===== config.mk =====
export PLATFORM = sky130hd
export DESIGN_NAME = alu_share_arb
export DESIGN_NICKNAME = d
export VERILOG_FILES = /design/src/rtl/alu_share_arb.sv
export SDC_FILE = /design/constraint.sdc
export NUM_CORES = 1
export LEC_CHECK = 0
export CAP_MARGIN = 0
export CELL_PAD_IN_SITES_DETAIL_PLACEMENT = 0
export CELL_PAD_IN_SITES_GLOBAL_PLACEMENT = 1
export CORE_UTILIZATION = 30
export DETAILED_ROUTE_END_ITERATION = 8
export PLACE_DENSITY_LB_ADDON = 0.1
export SLEW_MARGIN = 20
export SYNTH_ARGS = -nofsm -noshare
export SYNTH_HDL_FRONTEND = slang
export SYNTH_SLANG_ARGS = --single-unit

===== constraint.sdc =====
create_clock -name clk -period 2.2 [get_ports clk]
set_input_delay 0.66 -clock clk [delete_from_list [all_inputs] [get_ports clk]]
set_output_delay 0.66 -clock clk [all_outputs]
set_load 0.02 [all_outputs]

===== src/rtl/alu_share_arb.sv =====
// Round-robin arbiter sharing one single-cycle ALU between requesters A and B.
// Each op is latched, executed for one cycle, then held in a result slot until consumed.
module alu_share_arb #(
    parameter int DATA_WIDTH = 32,
    parameter int CTRL_WIDTH = 3
) (
    input  logic                  clk,
    input  logic                  rst,
    input  logic                  a_valid,
    output logic                  a_ready,
    input  logic [DATA_WIDTH-1:0] a_op1,
    input  logic [DATA_WIDTH-1:0] a_op2,
    input  logic [CTRL_WIDTH-1:0] a_ctrl,
    input  logic                  b_valid,
    output logic                  b_ready,
    input  logic [DATA_WIDTH-1:0] b_op1,
    input  logic [DATA_WIDTH-1:0] b_op2,
    input  logic [CTRL_WIDTH-1:0] b_ctrl,
    output logic [DATA_WIDTH-1:0] ALUop1,
    output logic [DATA_WIDTH-1:0] ALUop2,
    output logic [CTRL_WIDTH-1:0] ALUctrl,
    input  logic [DATA_WIDTH-1:0] ALUout,
    input  logic                  eq,
    output logic                  res_valid,
    input  logic                  res_ready,
    output logic [DATA_WIDTH-1:0] res_data,
    output logic                  res_eq,
    output logic                  res_id,
    output logic                  busy
);

    // state | meaning
    // IDLE  | arbitrate; pulse ready to the granted requester
    // EXEC  | operand regs drive the shared ALU for one cycle
    // HOLD  | result slot valid until res_ready
    typedef enum logic [1:0] {
        IDLE = 2'd0,
        EXEC = 2'd1,
        HOLD = 2'd2
    } state_t;

    state_t                state, state_nxt;
    logic                  rr_ptr;
    logic                  id_q;
    logic [DATA_WIDTH-1:0] op1_q, op2_q;
    logic [CTRL_WIDTH-1:0] ctrl_q;
    logic                  grant_a, grant_b;

    always_comb begin
        state_nxt = state;
        grant_a   = 1'b0;
        grant_b   = 1'b0;
        case (state)
            IDLE: begin
                if (a_valid && (!b_valid || !rr_ptr))
                    grant_a = 1'b1;
                else if (b_valid)
                    grant_b = 1'b1;
                if (grant_a || grant_b)
                    state_nxt = EXEC;
            end
            EXEC:    state_nxt = HOLD;
            HOLD:    if (res_ready) state_nxt = IDLE;
            default: state_nxt = IDLE;
        endcase
    end

    // Ready must read 0 while reset is held, even though the idle grant logic is live.
    assign a_ready = grant_a & rst;
    assign b_ready = grant_b & rst;
    assign busy    = (state != IDLE);
    assign ALUop1  = op1_q;
    assign ALUop2  = op2_q;
    assign ALUctrl = ctrl_q;

    always_ff @(posedge clk or negedge rst) begin
        if (!rst)
            state <= IDLE;
        else
            state <= state_nxt;
    end

    always_ff @(posedge clk or negedge rst) begin
        if (!rst) begin
            rr_ptr    <= 1'b0;
            id_q      <= 1'b0;
            op1_q     <= '0;
            op2_q     <= '0;
            ctrl_q    <= '0;
            res_data  <= '0;
            res_eq    <= 1'b0;
            res_id    <= 1'b0;
            res_valid <= 1'b0;
        end else begin
            if (grant_a || grant_b) begin
                op1_q  <= grant_b ? b_op1  : a_op1;
                op2_q  <= grant_b ? b_op2  : a_op2;
                ctrl_q <= grant_b ? b_ctrl : a_ctrl;
                id_q   <= grant_b;
                // Point at the loser so contention alternates.
                rr_ptr <= ~grant_b;
            end
            if (state == EXEC) begin
                res_data  <= ALUout;
                res_eq    <= eq;
                res_id    <= id_q;
                res_valid <= 1'b1;
            end else if (state == HOLD && res_ready) begin
                res_valid <= 1'b0;
            end
        end
    end

endmodule

==> impl_metrics.ini <==
[outcome]
status = finished, final reports clean

[finish]
post-route-util = 0.5037
antennaDiodeCount = 0
synthToLayoutAreaGrowth_pct = 65.09
fin_nets = 770
drive_above_1_share = 0.2421
fillers = 1460
seqCellArea_mm2 = 0.002653
stdcell_area_mm2 = 0.008324
multi_input_area_mm2 = 0.002195
final_cell_count_no_fill = 819

[sta]
period_minus_slack_ps = 2129
timing.final.max_slew_violations = 0
skew_ps = 9.044
setup_viol = 0
finalHoldViolations = 0
tns_ps = 0
rsz0062_at_grt = no
fmax_mhz = 469.7
post-route-period-util = 0.9676
holdWs_ps = 408.4
setup_slack_ps = 71.17
slew_headroom = 0.4755
tightest_slew_ps = 786.7

[routing]
drc = 0
drt-vias-per-instance = 4.703
first_pass_iters = 4
wl_per_cell_um = 17.42
drtIter0Drc = 114
ant_nets = 0
wirelength_mm = 14.27
vias = 3852

[grt]
grt.total_usage = 0.1684
grt_max_degree = 70
grt_pass1_vias = 4128
grt_antenna_before_repair = 0
grt_overflow_total = 0
grt_pass1_wl_mm = 23.00

[yosys]
synth_seq_cells = 106
postSynthCellCount = 329
syn-num-nets = 501
synth_warnings = 0
synth_area_mm2 = 0.005042
synth.avg_cell_area_um2 = 15.33
seq_area_frac_synth = 0.5261
synth.distinct_cells = 21

[worst_setup_path]
cp_num_buf_inv = 1
critPathSlowestCell = or3b_4
cp.required_ps = 1540
r2r_cells = 4
cp_max_fo = 2
worstReg2RegEnd = ALUop2[22]
max_stage_delay_ps = 410
ff2ff_setup_slack_ps = 180
rr_startpoint = state[0]
cp-start-kind = register
crit_family = simple AND/OR/NAND/NOR gates
crit_chain = or3b_4 -> nor3_2 -> buf_4
end_kind = output port
cp.depth = 3
critPathKind = reg -> out
arrival_ps = 1470

[floorplanning]
num_rows = 47
core_area_mm2 = 0.01652
start_util = 0.3051
dieArea_mm2 = 0.01733
ios = 277
die_h_um = 131.6
die_w_um = 131.6

[clock_network]
clock_path_buffers = 2
clock-root-buffer = clkbuf_16
clk_pin_slew_ps = 70
cts_tree = built
cts_num_sinks = 106
htreeDepth = 3
numCtsBuffers = 9
clk_latency_ps = 350

[placement]
gp_congestion = 0.7337
preCtsSetupSlack_ps = -860.1
dp_cells = 807
place.port_buffers = 276
dpl.hpwl_mm = 10.37
place_area_mm2 = 0.008065

[hold_path]
hold_class = in -> async

[power]
vdd_drop_max_uv = 547.6
powerDensity_mw_per_mm2 = 1349
finalPower_mw = 11.23
p_leak_nw = 3.288

[run]
maxCapViolations = 0
cell usage after synthesis, drive strengths merged:
cell type	count	area (um2)
dfrtp	106	2653
mux2	101	1389
o32a	67	670.6
buf	20	157.7
clkbuf	16	60.06
inv	4	15.01
a21oi	2	10.01
nor2b	2	12.51
nor3	2	10.01
a21bo	1	10.01
a22o	1	8.760
a2bb2oi	1	8.760
nand2	1	3.750
nor2	1	3.750
nor3b	1	7.510
o21a	1	7.510
or2	1	6.260
or3b	1	8.760
worst max-delay path by stage:
stage,to,startpoint,slack [ps]
floorplan,b_ready,b_valid,-60
global placement,b_ready,b_valid,-850
detailed placement,b_ready,b_valid,-860
CTS,b_ready,b_valid,0.4
global route,b_ready,state[0],8
finish,b_ready,state[0],70
power breakdown:
group	internal, mW	switching [mW]	leakage [nW]
clock	0.857	0.685	0.125
combinational	3.57	2.82	2.01
sequential	2.84	0.459	1.15
total	7.27	3.96	3.29
sequential cells by signal, summed over array words and instances, names as in the netlist:
register	count
res_valid	1
rr_ptr	1
ALUctrl	3
res_id	1
state	2
id_q	1
ALUop2	32
ALUop1	32
res_data	32
res_eq	1
kinds of logic after synthesis:
kind of cell	count (synthesis)	synth area share
AOI/OAI and AO/OA	73	0.1419
buffers and inverters	40	0.04615
DFF	106	0.5261
muxes	101	0.2754
and+or+nand+nor	9	0.01042
placed cells by master (no fill, tap or decap):
cell,Yosys,routed
a21bo_2,1,1
a21oi_1,2,2
a22o_1,1,1
a2bb2oi_1,1,1
buf_12,0,3
buf_2,9,1
buf_4,3,18
bufinv_16,0,1
clkbuf_16,0,9
clkbuf_2,0,1
clkdlybuf4s50_1,0,270
clkinvlp_4,0,2
dfrtp_1,106,106
dlygate4sd2_1,0,1
inv_1,4,4
mux2_2,34,34
mux2_4,67,67
nand2_1,1,1
nor2_2,0,1
nor2b_4,0,2
nor3_2,0,2
nor3b_1,1,1
o21a_4,0,1
o32a_1,67,67
or2_2,1,1
or3b_4,0,1
repair_timing:
item,CTS,global route
hold endpoints to repair,0,0
gates resized for setup,16,4
hold buffers,0,0
endpoints found under the setup margin,70,2
pin swaps,1,1
setup buffers,0,0
cell type report:
cell class                 count  share of cell area
multi-input combinational    183              0.2636
clock buffer                   9             0.02706
tap                          220             0.03307
clock inverter                 3            0.005411
timing repair buffer         294              0.3504
sequential                   106              0.3187
inverter                       4            0.001804
metal layers:
layer	track usage	wire, um	up-vias
li1	-	-	1815
met5	0	0	-
met4	0.06589	344	0
met1	0.1900	5592	1875
met2	0.3025	7511	142
met3	0.04205	818	20
No activity file was read; power rests on OpenSTA's default activity.
==> patch 1, RTL diff (same settings) <==
Change the parameter `CTRL_WIDTH` from 3 to 4.
--- a/src/rtl/alu_share_arb.sv
+++ b/src/rtl/alu_share_arb.sv
@@ -2,7 +2,7 @@
 // Each op is latched, executed for one cycle, then held in a result slot until consumed.
 module alu_share_arb #(
     parameter int DATA_WIDTH = 32,
-    parameter int CTRL_WIDTH = 3
+    parameter int CTRL_WIDTH = 4
 ) (
     input  logic                  clk,
     input  logic                  rst,
Interface: changed (resized ALUctrl, a_ctrl and b_ctrl); port bits go from 277 to 280. The function was not compared with the original's and may differ.
==> patch 1 against the unedited design <==
Core utilization up 0.47 points; area after synthesis up 0.82%; wire length up 3.7%; setup slack better by 0.028 ns; power up 1.9%; cell area up 1.3%; sequential cell count up 1.
==> patch 1: results (changes against the unedited design) <==
[route]
finalWirelength_um = 14800  ; +3.7%
routed_via_density = 4.74  ; +0.82%
post_drt_wl_per_cell_um = 17.8  ; +2.5%
detailedRoute.firstIterationViolations = 82  ; -28%

[logic_synthesis]
synth_fp_nets = 506  ; +1.0%
synth_common_cells = 107 x dfrtp_1, 68 x o32a_1, 67 x mux2_4
post_synth_mux_area_share_pct = 27.5  ; about the same
synth_cell_type_count = 21  ; unchanged
synth_sequential_area_ratio_pct = 52.7  ; +0.065 points
yosys_synthesis_warning_count = 0  ; unchanged
synth.area.top_cells = dfrtp_1 53%, mux2_4 20%, o32a_1 13%
synth-compound-area-share_pct = 14.3  ; +0.082 points
synthXorXnorAreaFrac_pct = 0  ; unchanged
netlist_instances = 332  ; +0.91%
async_flop_share_pct = 100  ; unchanged

[worst_setup_path]
worst_path_max_delay_cell = dfrtp_1
critical_path_peak_fanout = 4  ; +2
crit_family = buffers and inverters
cp_slowest_stage_delay_ns = 0.38  ; -0.03 ns
worst_ep_arrival_ns = 1.44  ; -0.03 ns

[cts]
clock_tree.root_cell = clkbuf_16
postCtsSetupRepairBufs = 0  ; unchanged
cts_max_level = 3  ; unchanged
cts_made_buffers = 9  ; unchanged
clockBufferDepth = 2  ; unchanged

[min_path]
min-delay-path-class = in2async

[global_route]
grt_antenna_before_repair = 1  ; +1
gr-usage-all-layers_pct = 17.1  ; +0.31 points
global_route_wire_length_before_repair_um = 23300  ; +1.2%
via_count_of_the_first_global_routing_pass = 4233  ; +2.5%
largest_net_degree_at_the_start_of_global_routing = 71  ; +1.4%

[place]
placement.cell_area_um2 = 8140  ; +0.88%
gpl.final_weighted_congestion = 0.730  ; -0.53%
place.detailed.hpwl_um = 10500  ; +0.88%
io_buffers = 279  ; +1.1%
post-place-cells = 813  ; +0.74%

[sta]
setup_viol_count_final = 0  ; unchanged
tightestPinTransition_ns = 0.857  ; +0.0700 ns
largest_clock_skew_in_the_final_design_ns = 0.00631  ; -0.00274 ns

[final_layout]
ant_diodes = 0  ; unchanged
layout.nets = 778  ; +1.0%
share_of_post_route_cells_with_drive_strength_above_1_pct = 24.5  ; +0.26 points

[pwr]
worst_supply_voltage_drop_on_vdd_mv = 0.530  ; -3.1%
power_leakage_uw = 0.00333  ; +1.4%

[run_status]
run_status = finished, final reports clean

==> patch 1: changes by cell type after synthesis, sizes merged <==
cell,unedited run,this run
buf,20,18
clkbuf,16,18
dfrtp,106,107
mux2,101,102
o32a,67,68
==> patch 1: worst paths after layout <==
kind / from / endpoint / slack [ns] / cells after the start
min in group clk: res_eq / res_eq / 0.51 / 1
hold reg to reg: res_eq / res_eq / 0.51 / 1
hold / removal: rst / res_data[28] / 0.41 / 2
setup reg to reg: state[0] / ALUop2[14] / 0.20 / 4
setup / recovery: state[0] / busy / 0.1 / 5
max in group asynchronous: rst / ALUop2[1] / 0.53 / 3
==> patch 1: stage by stage <==
stage	setup slack [ns]	TNS [ns]	power, uW
after floorplan	-0.0652	-0.0652	7130
after global placement	-0.891	-43.47	9820
after detailed placement	-0.889	-43.34	9890
after CTS	0.00206	0	11600
after global routing	0.0108	0	12100
final	0.0994	0	11400
==> patch 1: layer usage <==
layer | track usage [%] | up-vias | share of wire [%]
met5 | 0 | - | 0.088
met4 | 6.83 | 2 | 2.4
met3 | 4.58 | 23 | 6.3
met2 | 30.2 | 145 | 51
met1 | 19.8 | 1921 | 41
li1 | - | 1840 | -
==> patch 1: timing repair <==
action | in CTS | in global routing
gates cloned | 0 | 0
pin swaps | 1 | 1
gates resized for setup | 15 | 3
setup endpoints to repair | 71 | 3
==> patch 1: power by group <==
| part | leakage (uW) | total, uW | internal, uW | switching (uW) |
|---|---|---|---|---|
| clock | 0.000146 | 1650 | 919 | 727 |
| sequential | 0.00116 | 3320 | 2860 | 457 |
| combinational | 0.00202 | 6480 | 3610 | 2870 |
==> patch 1: cell type report <==
type                    instances  area, um^2
repair buffers                297        2950
fillers                      1450        8150
clock buffers                  11         243
clock inverters                 5        60.1
inverters                       4        15.0
well taps                     220         275
flip-flops and latches        107        2680
multi-input cells             185        2210
==> patch 2, RTL diff (same flow settings) <==
Made on the original files. Re-encode `state_t` (3 states) as one-hot, 3 bits wide.
--- a/src/rtl/alu_share_arb.sv
+++ b/src/rtl/alu_share_arb.sv
@@ -33,10 +33,10 @@
     // IDLE  | arbitrate; pulse ready to the granted requester
     // EXEC  | operand regs drive the shared ALU for one cycle
     // HOLD  | result slot valid until res_ready
-    typedef enum logic [1:0] {
-        IDLE = 2'd0,
-        EXEC = 2'd1,
-        HOLD = 2'd2
+    typedef enum logic [2:0] {
+        IDLE = 3'b001,
+        EXEC = 3'b010,
+        HOLD = 3'b100
     } state_t;
 
     state_t                state, state_nxt;
Function: no difference found for any inputs over 10 cycles, from zero or initial values and one cycle with rst low; not proved beyond that.
==> patch 2 against the unedited design <==
Power down 0.84%; wire length up 1.5%; cell area down 6.5%; sequential cell count up 1; area after synthesis down 11%; critical path depth up 1; setup slack worse by 0.060 ns; cell count down 3.8%; largest power group unchanged.
==> patch 2: results (changes against the unedited design) <==
[place]
gpl.final_weighted_congestion = 0.744  ; +1.4%
place.detailed.hpwl_um = 10000  ; -3.4%
io_buffers = 276  ; unchanged

[logic_synthesis]
post_synthesis_adder_cell_area_fraction_pct = 0  ; unchanged
yosys_most_used_dff = dfrtp_1
synth_sequential_area_ratio_pct = 59.6  ; +7.0 points
synth_fp_nets = 503  ; +0.40%
async_flop_share_pct = 100  ; unchanged
synth.area.top_cells = dfrtp_1 59%, a221o_1 15%, and3_1 9.6%
post_synth_mux_area_share_pct = 8.52  ; -19 points
synth_cell_type_count = 23  ; +9.5%
netlist_instances = 331  ; +0.61%
synth_common_cells = 106 x dfrtp_1, 69 x and3_1, 67 x a221o_1
synth-compound-area-share_pct = 15.8  ; +1.6 points
synthXorXnorAreaFrac_pct = 0  ; unchanged
yosys_synthesis_warning_count = 0  ; unchanged

[worst_setup_path]
ff2ff_path_depth = 4  ; unchanged
worst_ep_arrival_ns = 1.53  ; +0.06 ns
timing.rr.end = ALUop2[14]
reg_to_reg_start = state[0]
critical_path_peak_fanout = 3  ; +1
setup.reg_to_reg.worst_slack_ns = 0.26  ; +0.08 ns

[min_path]
min-delay-path-class = in2async

[run_status]
run_status = finished, final reports clean

[cts]
clock_tree.root_cell = clkbuf_16
cts_max_level = 3  ; unchanged
clock_insertion_delay_worst_skew_ns = 0.35  ; about the same
clockBufferDepth = 2  ; unchanged

[global_route]
largest_net_degree_at_the_start_of_global_routing = 77  ; +10%
grt_antenna_before_repair = 0  ; unchanged
gr-usage-all-layers_pct = 19.1  ; +2.2 points
via_count_of_the_first_global_routing_pass = 4183  ; +1.3%
global_route_wire_length_before_repair_um = 23100  ; +0.57%

[final_layout]
layout.filler_cells = 1236  ; -15%
layout.nets = 772  ; +0.26%
ant_diodes = 0  ; unchanged
share_of_post_route_cells_with_drive_strength_above_1_pct = 12.7  ; -11 points
instances_no_fill = 788  ; -3.8%

[pwr]
power.switching_uw = 4070  ; +2.8%
power_leakage_uw = 0.00343  ; +4.4%
worst_supply_voltage_drop_on_vdd_mv = 0.483  ; -12%

[sta]
hold_ws_ns = 0.370  ; -0.0380 ns
relSlewSlack_pct = 47.2  ; -0.33 points
largest_clock_skew_in_the_final_design_ns = 0.00504  ; -0.00400 ns
totalNegativeSetupSlack_ns = 0  ; unchanged

[route]
dr.pass1.iters = 4  ; unchanged
detailedRoute.firstIterationViolations = 187  ; +64%
finalWirelength_um = 14500  ; +1.5%
via_count = 3885  ; +0.86%

[patch 2: cell count changes after synthesis, sizes merged, moves of 2 or more]
| cell | change |
|---|---|
| a221o | +67 |
| and3 | +69 |
| buf | -4 |
| mux2 | -67 |
| nor2 | +2 |
| nor2b | -2 |
| nor3 | -2 |
| o32a | -67 |
[patch 2: critical path: stages (launching register included)]
cell and delay, ns:
dfstp_2 0.54, nor3b_4 0.19, buf_4 0.16, inv_1 0.04
clkdlybuf4s15_2 0.25
[patch 2: worst max path at each step]
| stage | slack [ns] | startpoint | to | depth (start not counted) |
|---|---|---|---|---|
| detailed placement | -0.76 | b_valid | b_ready | 4 |
| global route | -0.06 | state[0] | a_ready | 4 |
| floorplan | 0.04 | state[0] | a_ready | 5 |
| CTS | -0.01 | state[0] | busy | 4 |
| finish | 0.01 | state[0] | busy | 4 |
| global placement | -0.73 | b_valid | b_ready | 4 |
[patch 2: repair_timing]
action                     4_1_cts  5_1_grt
setup endpoints to repair        3        3
setup buffers                    0        0
gates resized for setup         20        1
hold buffers                     0        0
pin swaps                        1        3
[patch 2: layout make-up]
cell class | instances | share of cell area, %
sequential | 107 | 34.4
multi-input combinational | 188 | 21.2
clock buffer | 11 | 3.25
clock inverter | 4 | 0.643
tap | 184 | 2.96
timing repair buffer | 290 | 37.4
inverter | 4 | 0.193
[patch 2: power by group through the flow]
stage	Clock (uW)	Combinational, uW	Sequential (uW)
global placement	0	6010	3480
floorplan	0	2050	4620
CTS	1710	6080	3500
detailed placement	0	6080	3500
global route	1790	6370	3620
finish	1650	6000	3490
[patch 2: cell families (layout without fill, tap and decap cells)]
family | count (synthesis) | count (layout)
AOI/OAI and AO/OA | 73 | 73
DFF | 107 | 107
muxes | 34 | 34
and+or+nand+nor | 81 | 81
buffers and inverters | 36 | 309
[patch 2: through the flow]
stage / total power (uW) / setup slack [ns] / util [%] / area (um^2)
floorplan: 6680 / 0.0399 / - / 4490
global placement: 9500 / -0.735 / 51.2 / 7460
detailed placement: 9570 / -0.763 / 51.2 / 7460
CTS: 11300 / -0.0115 / 53.3 / 7770
global route: 11800 / -0.0567 / 53.4 / 7780
finish: 11100 / 0.0110 / 53.4 / 7780
[patch 2: layer usage]
layer  vias up  GRT usage (%)  share of wire, %
li1       1826              -                 -
met1      1855           23.7                42
met2       181           30.2                47
met3        23           6.14               7.6
met4         0           8.72               2.7
met5         -              0                 0
